--- src/rtl/div_unit_pkg.sv ---
// Shared types and constants for the HI/LO multicycle arithmetic units.
// The control unit uses the latency constants to bound its wait states.
package div_unit_pkg;

    typedef enum logic [2:0] {
        IDLE  = 3'd0,
        CHECK = 3'd1,
        RUN   = 3'd2,
        FIX   = 3'd3,
        DONE  = 3'd4
    } div_state_t;

    localparam int DIV_WIDTH = 32;
    localparam int DIV_CNT_W = 5;

    // Edges from the start-sampling edge until stop is high.
    localparam int DIV_LAT_NORMAL = DIV_WIDTH + 3;
    localparam int DIV_LAT_ZERO   = 2;
    localparam int MD_WAIT_MAX    = DIV_LAT_NORMAL;

    function automatic int div_latency(input int width, input logic by_zero);
        return by_zero ? DIV_LAT_ZERO : (width + 3);
    endfunction

endpackage

--- src/rtl/div_step.sv ---
// One restoring-division iteration: shift in the next dividend bit and
// subtract the divisor when it fits.
module div_step #(
    parameter int WIDTH = 32
) (
    input  logic [WIDTH-1:0] i_rem,
    input  logic             i_dvd_msb,
    input  logic [WIDTH-1:0] i_divisor,
    output logic [WIDTH-1:0] o_rem,
    output logic             o_q_bit
);

    // One extra bit: for unsigned operands the shifted remainder can exceed WIDTH bits.
    logic [WIDTH:0] w_shifted;
    logic [WIDTH:0] w_diff;

    assign w_shifted = {i_rem, i_dvd_msb};
    assign w_diff    = w_shifted - {1'b0, i_divisor};
    assign o_q_bit   = (w_shifted >= {1'b0, i_divisor});
    assign o_rem     = o_q_bit ? w_diff[WIDTH-1:0] : w_shifted[WIDTH-1:0];

endmodule

--- src/rtl/div_unit.sv ---
// Sequential signed integer divider (MIPS DIV semantics) with start/stop handshake.
// Optional DIV_UNSIGNED_EN adds the is_unsigned input for DIVU semantics.
module div_unit
    import div_unit_pkg::*;
#(
    parameter int WIDTH = DIV_WIDTH
) (
    input  logic             clk,
    input  logic             reset,
    input  logic [WIDTH-1:0] a_in,
    input  logic [WIDTH-1:0] b_in,
    input  logic             start,
`ifdef DIV_UNSIGNED_EN
    input  logic             is_unsigned,
`endif
    output logic             stop,
    output logic [WIDTH-1:0] hi_out,
    output logic [WIDTH-1:0] lo_out,
    output logic             div_zero
);

    localparam int CNT_W = (WIDTH > 1) ? $clog2(WIDTH) : 1;
    localparam logic [CNT_W-1:0] LAST_CNT = CNT_W'(WIDTH - 1);

    div_state_t r_state;
    div_state_t w_state_next;

    logic [WIDTH-1:0] r_a;
    logic [WIDTH-1:0] r_b;
    logic [WIDTH-1:0] r_dvd;
    logic [WIDTH-1:0] r_rem;
    logic [WIDTH-1:0] r_div;
    logic [WIDTH-1:0] r_hi;
    logic [WIDTH-1:0] r_lo;
    logic [CNT_W-1:0] r_cnt;
    logic             r_sign_q;
    logic             r_sign_r;
    logic             r_dz;
    logic             r_stop;
    logic             r_div_zero;

    logic             w_accept;
    logic             w_uns;
    logic             w_stop_next;
    logic             w_dz_next;
    logic [WIDTH-1:0] w_rem_next;
    logic             w_q_bit;

    // stop trails the DONE state by one cycle, so a start seen while stop is
    // high must still be refused even though the FSM is already back in IDLE.
    assign w_accept = (r_state == IDLE) && start && !r_stop;

`ifdef DIV_UNSIGNED_EN
    logic r_uns;

    always_ff @(posedge clk) begin
        if (reset) begin
            r_uns <= 1'b0;
        end else if (w_accept) begin
            r_uns <= is_unsigned;
        end
    end

    assign w_uns = r_uns;
`else
    assign w_uns = 1'b0;
`endif

    always_ff @(posedge clk) begin
        if (reset) begin
            r_state <= IDLE;
        end else begin
            r_state <= w_state_next;
        end
    end

    always_comb begin
        w_state_next = r_state;
        case (r_state)
            IDLE:    if (w_accept) w_state_next = CHECK;
            CHECK:   w_state_next = (r_b == '0) ? DONE : RUN;
            RUN:     if (r_cnt == LAST_CNT) w_state_next = FIX;
            FIX:     w_state_next = DONE;
            DONE:    w_state_next = IDLE;
            default: w_state_next = IDLE;
        endcase
    end

    always_comb begin
        w_stop_next = 1'b0;
        w_dz_next   = 1'b0;
        if (r_state == DONE) begin
            w_stop_next = 1'b1;
            w_dz_next   = r_dz;
        end
    end

    always_ff @(posedge clk) begin
        if (reset) begin
            r_stop     <= 1'b0;
            r_div_zero <= 1'b0;
        end else begin
            r_stop     <= w_stop_next;
            r_div_zero <= w_dz_next;
        end
    end

    div_step #(
        .WIDTH(WIDTH)
    ) u_step (
        .i_rem    (r_rem),
        .i_dvd_msb(r_dvd[WIDTH-1]),
        .i_divisor(r_div),
        .o_rem    (w_rem_next),
        .o_q_bit  (w_q_bit)
    );

    // r_dvd doubles as the quotient register: dividend bits leave at the top
    // while quotient bits enter at the bottom.
    always_ff @(posedge clk) begin
        if (reset) begin
            r_a      <= '0;
            r_b      <= '0;
            r_dvd    <= '0;
            r_rem    <= '0;
            r_div    <= '0;
            r_hi     <= '0;
            r_lo     <= '0;
            r_cnt    <= '0;
            r_sign_q <= 1'b0;
            r_sign_r <= 1'b0;
            r_dz     <= 1'b0;
        end else begin
            case (r_state)
                IDLE: begin
                    if (w_accept) begin
                        r_a  <= a_in;
                        r_b  <= b_in;
                        r_dz <= 1'b0;
                    end
                end
                CHECK: begin
                    r_dz     <= (r_b == '0);
                    r_sign_q <= !w_uns && (r_a[WIDTH-1] ^ r_b[WIDTH-1]);
                    r_sign_r <= !w_uns && r_a[WIDTH-1];
                    r_dvd    <= (!w_uns && r_a[WIDTH-1]) ? -r_a : r_a;
                    r_div    <= (!w_uns && r_b[WIDTH-1]) ? -r_b : r_b;
                    r_rem    <= '0;
                    r_cnt    <= '0;
                end
                RUN: begin
                    r_rem <= w_rem_next;
                    r_dvd <= {r_dvd[WIDTH-2:0], w_q_bit};
                    r_cnt <= r_cnt + CNT_W'(1);
                end
                FIX: begin
                    r_lo <= r_sign_q ? -r_dvd : r_dvd;
                    r_hi <= r_sign_r ? -r_rem : r_rem;
                end
                default: ;
            endcase
        end
    end

    assign stop     = r_stop;
    assign div_zero = r_div_zero;
    assign hi_out   = r_hi;
    assign lo_out   = r_lo;

endmodule

--- config.mk ---
export PLATFORM = sky130hd
export DESIGN_NAME = div_unit
export DESIGN_NICKNAME = d
export VERILOG_FILES = /design/src/rtl/div_unit_pkg.sv /design/src/rtl/div_step.sv /design/src/rtl/div_unit.sv
export SDC_FILE = /design/constraint.sdc
export NUM_CORES = 1
export LEC_CHECK = 0
export CORE_MARGIN = 2
export CORE_UTILIZATION = 55
export DETAILED_ROUTE_END_ITERATION = 8
export GPL_TIMING_DRIVEN = 0
export PLACE_DENSITY_LB_ADDON = 0.25
export SKIP_CTS_REPAIR_TIMING = 1
export SYNTH_ARGS = -nofsm -noshare
export SYNTH_HDL_FRONTEND = slang
export SYNTH_HIERARCHICAL = 1
export SYNTH_SLANG_ARGS = --single-unit
--- constraint.sdc ---
create_clock -name clk -period 9.94 [get_ports clk]
set_clock_uncertainty 0.15 [all_clocks]
set_input_delay 1.988 -clock clk [delete_from_list [all_inputs] [get_ports clk]]
set_output_delay 1.988 -clock clk [all_outputs]
set_load 0.005 [all_outputs]
==> Implementation_results.wiki <==
{| class="wikitable"
! Metric !! Value
|-
| Status || finished, final reports clean
|-
| Number of synthesized flops with an enable pin || 0
|-
| Overflow left after global routing || 0
|-
| CP Data Arrival Time || about 4.8 ns
|-
| Placed wire-length estimate after detailed placement || 30,690 um
|-
| Final max-slew violation count || 0
|-
| Core area || approximately 24,000 sq um
|-
| TritonCTS clock tree || yes
|-
| Worst slew slack as a fraction of its limit || a little under a fifth
|-
| Delay of the slowest cell on the worst path || 0.73 ns
|-
| Clock H-tree levels || 1
|-
| Top-Level Pins || around 130
|-
| Initial core utilization || a little under three fifths
|-
| Setup repair after global routing missed its margin || false
|-
| Number of synthesized register bits || 237
|-
| Cell accounting for the most synthesized area || dfxtp_1
|-
| Final critical-path required period || approximately 4.5 ns
|-
| Highest net fanout along the worst path || 10
|-
| Die boundary width || approximately 160 um
|-
| Most common flop cell mapped by yosys || dfxtp_1
|-
| Wire length of the first global-routing pass || between 60,000 and 70,000 um
|-
| Post-synth net total || between 1,500 and 2,000
|-
| Worst hold path class || reg2reg
|-
| CTS max path bufs || 3
|-
| WL per Instance || between 15 and 20 um
|-
| Number of global-route vias before repair || between 10,000 and 15,000
|-
| Antenna diode instance count || 0
|-
| Global-route usage over all layers || between 30% and 40%
|-
| Detailed-route via count || approximately 13,000
|-
| Count of filler cells inserted in the layout || around 2,200
|-
| Antenna violations before repair || 0
|-
| Clock root buffer || clkbuf_16
|-
| Max_cap viols || 0
|-
| Critical-path cell with the highest stage delay || clkbuf_1
|-
| Area growth from synthesis to layout || 18.28%
|-
| Power density over the cells || roughly 220 nW/um^2
|-
| Yosys warnings || 6
|-
| Top cells by instance count after synthesis || dfxtp_1, nand2_1, nor2_1, a21oi_1, clkbuf_1
|-
| Max frequency || between 200 and 250 MHz
|-
| Share of the core filled with cells in the final layout || 66.66%
|-
| IO buf count || 132
|-
| Final Net Count || a little under 2,000
|-
| Final setup violation count || 0
|-
| Fraction of registers with async set or reset after synthesis || 0%
|-
| Antenna viol nets, final || 0
|-
| Total wire length after detailed routing || between 40,000 and 50,000 um
|-
| Yosys top cell area share || 34.41%
|-
| Peak supply drop || about 0.00015 V
|-
| Skew-Pair Late Insertion Delay || around 0.55 ns
|-
| Area of the mapped netlist || roughly 14,000 sq um
|-
| Required time of the worst setup path || just over 10 ns
|-
| Final period util || a little under half
|-
| Cell repeated most along the worst path || clkbuf_1
|-
| Clk slew on worst S/H paths || around 0.06 ns
|-
| Number of buffers added by the clock tree synthesis step || 25
|-
| Leak Pwr || around 6 nW
|-
| Remaining DRCs || 0
|-
| Largest cells by area after synthesis || dfxtp_1, nand2_1, xor2_1, a21oi_1, nor2_1
|-
| Vertical die dimension || between 150 and 200 um
|-
| Proportion of synthesized chip area in sequential cells || between 30% and 40%
|-
| Average vias per placed instance || approximately 6.0
|-
| Number of cells produced by synthesis || between 1,500 and 2,000
|-
| Synthesized area divided by synthesized cell count || between 8 and 9 sq um
|-
| Fraction of layout cells with a size suffix above 1 || 4.989%
|-
| First-pass DRT Iterations || 6
|-
| Post-synth cell types || between 70 and 80
|-
| Hold Fails Final Rpt || 0
|-
| Type of the worst setup path || in2reg
|-
| Pin count of the biggest net entering global routing || 14
|-
| First DRT Iteration DRCs || around 1,300
|-
| Sink count of the clock tree || ~240
|-
| Transition time at the pin with the least slew margin || 1.218 ns
|-
| Placer's final routability congestion estimate || 0.9543
|-
| Critical path launch point type || input pin
|-
| Cells traversed along the worst timing path || clkdlybuf4s50_1 -> clkbuf_1 -> clkbuf_1 -> clkbuf_1 -> o22ai_1
|-
| Most numerous cell in the Yosys netlist || dfxtp_1
|-
| Total Die Area || 26,350 sq um
|-
| Total negative slack for setup checks || 0 ns
|-
| Std cell rows || 57
|-
| Critical Path End Type || register
|-
| Total chip power || between 3 and 4 mW
|}
## placed cells by master, fill, tap and decap left out, types with 11 or more instances in the layout
cell             netlist  final
o211ai_1              11     11
nand2_1              205    205
or4_1                 16     16
clkbuf_16              0     25
o31ai_1               28     28
a22oi_1               58     58
clkdlybuf4s50_1        0    132
clkbuf_1              98    103
xnor2_1               32     32
nor3_1                28     28
o22ai_1               36     36
xor2_1                80     80
a21oi_1              126    126
nor2_1               144    144
ha_1                  38     38
or3_1                 26     26
inv_1                 63     63
o41ai_1               25     25
o21ai_0               68     68
a21o_1                14     14
nand3b_1              12     12
nor4_1                27     26
nand4_1               17     17
nor3b_1               16     16
nand3_1               29     29
mux2_4                20     20
dfxtp_1              237    237
mux2i_1               18     18
nand2b_1              19     19
a211oi_1              67     67
nor2b_1               22     22
## cells by family after synthesis
logic type | after synthesis | synth area share [%]
XOR/XNOR | 112 | 7.115
buffers and inverters | 183 | 5.418
multiplexers | 42 | 3.812
flip-flops | 237 | 34.41
adder cells (fa/ha/maj) | 39 | 3.594
AND/OR/NAND/NOR | 597 | 21.22
AO/OA/AOI/OAI | 500 | 24.43
## critical path, delay by kind of cell
family	cells	cell delay (ns)
buf+inv	4	2.59
compound gates	1	0.17
## through the flow
stage / instances / worst slack (ns) / area, sq um / hold WS (ns)
2_1_floorplan: 1710 / 6.433 / 13790 / 0.2798
3_3_place_gp: 2166 / 5.050 / 15510 / 0.2882
3_5_place_dp: 2167 / 5.003 / 15530 / 0.2957
4_1_cts: 2208 / 5.499 / 16310 / 0.3094
5_1_grt: 2208 / 5.413 / 16310 / 0.3364
6_report: 2208 / 5.406 / 16310 / 0.3048
## layout make-up
| class | instances | area [sq um] | share of cell area (%) |
|---|---|---|---|
| plain buffers | 120 | 510.5 | 3.131 |
| clock buffers | 34 | 699.4 | 4.289 |
| clock inverters | 7 | 80.08 | 0.4911 |
| inverters | 63 | 236.5 | 1.450 |
| multi-input cells | 1290 | 8302 | 50.91 |
| flip-flops and latches | 237 | 4745 | 29.10 |
| well taps | 324 | 405.4 | 2.486 |
| repair buffers | 133 | 1329 | 8.149 |
## state kept, by name, summed over array words and instances (netlist names)
name / flops
div_zero: 1
hi_out: 32
lo_out: 32
r_a: 32
r_b: 32
r_cnt: 5
r_div: 32
r_dvd: 32
r_dz: 1
r_rem: 32
r_sign_q: 1
r_sign_r: 1
r_state: 3
stop: 1
## final timing paths
kind / startpoint / endpoint / slack, ns / cells past startpoint
max: reset / r_dvd[25] / 5.41 / 5
min: hi_out[15] / hi_out[15] / 0.30 / 2
max reg2reg: r_rem[25] / r_rem[21] / 6.04 / 12
min reg2reg: hi_out[15] / hi_out[15] / 0.30 / 2
## report_power, final
part / switching, mW / total, mW / internal (mW)
sequential: 0.0818 / 1.09 / 1.01
combinational: 0.837 / 1.57 / 0.737
clock: 0.387 / 0.904 / 0.517
total: 1.31 / 3.57 / 2.26
## routing by layer
| layer | global-route usage (%) | vias up | share of wire, % |
|---|---|---|---|
| li1 | - | 6540 | - |
| met1 | 43.66 | 6119 | 47 |
| met2 | 45.55 | 528 | 42 |
| met3 | 6.052 | 66 | 8.5 |
| met4 | 7.804 | 0 | 2.4 |
| met5 | 0 | - | 0 |
(Power assumes the default switching activity.)
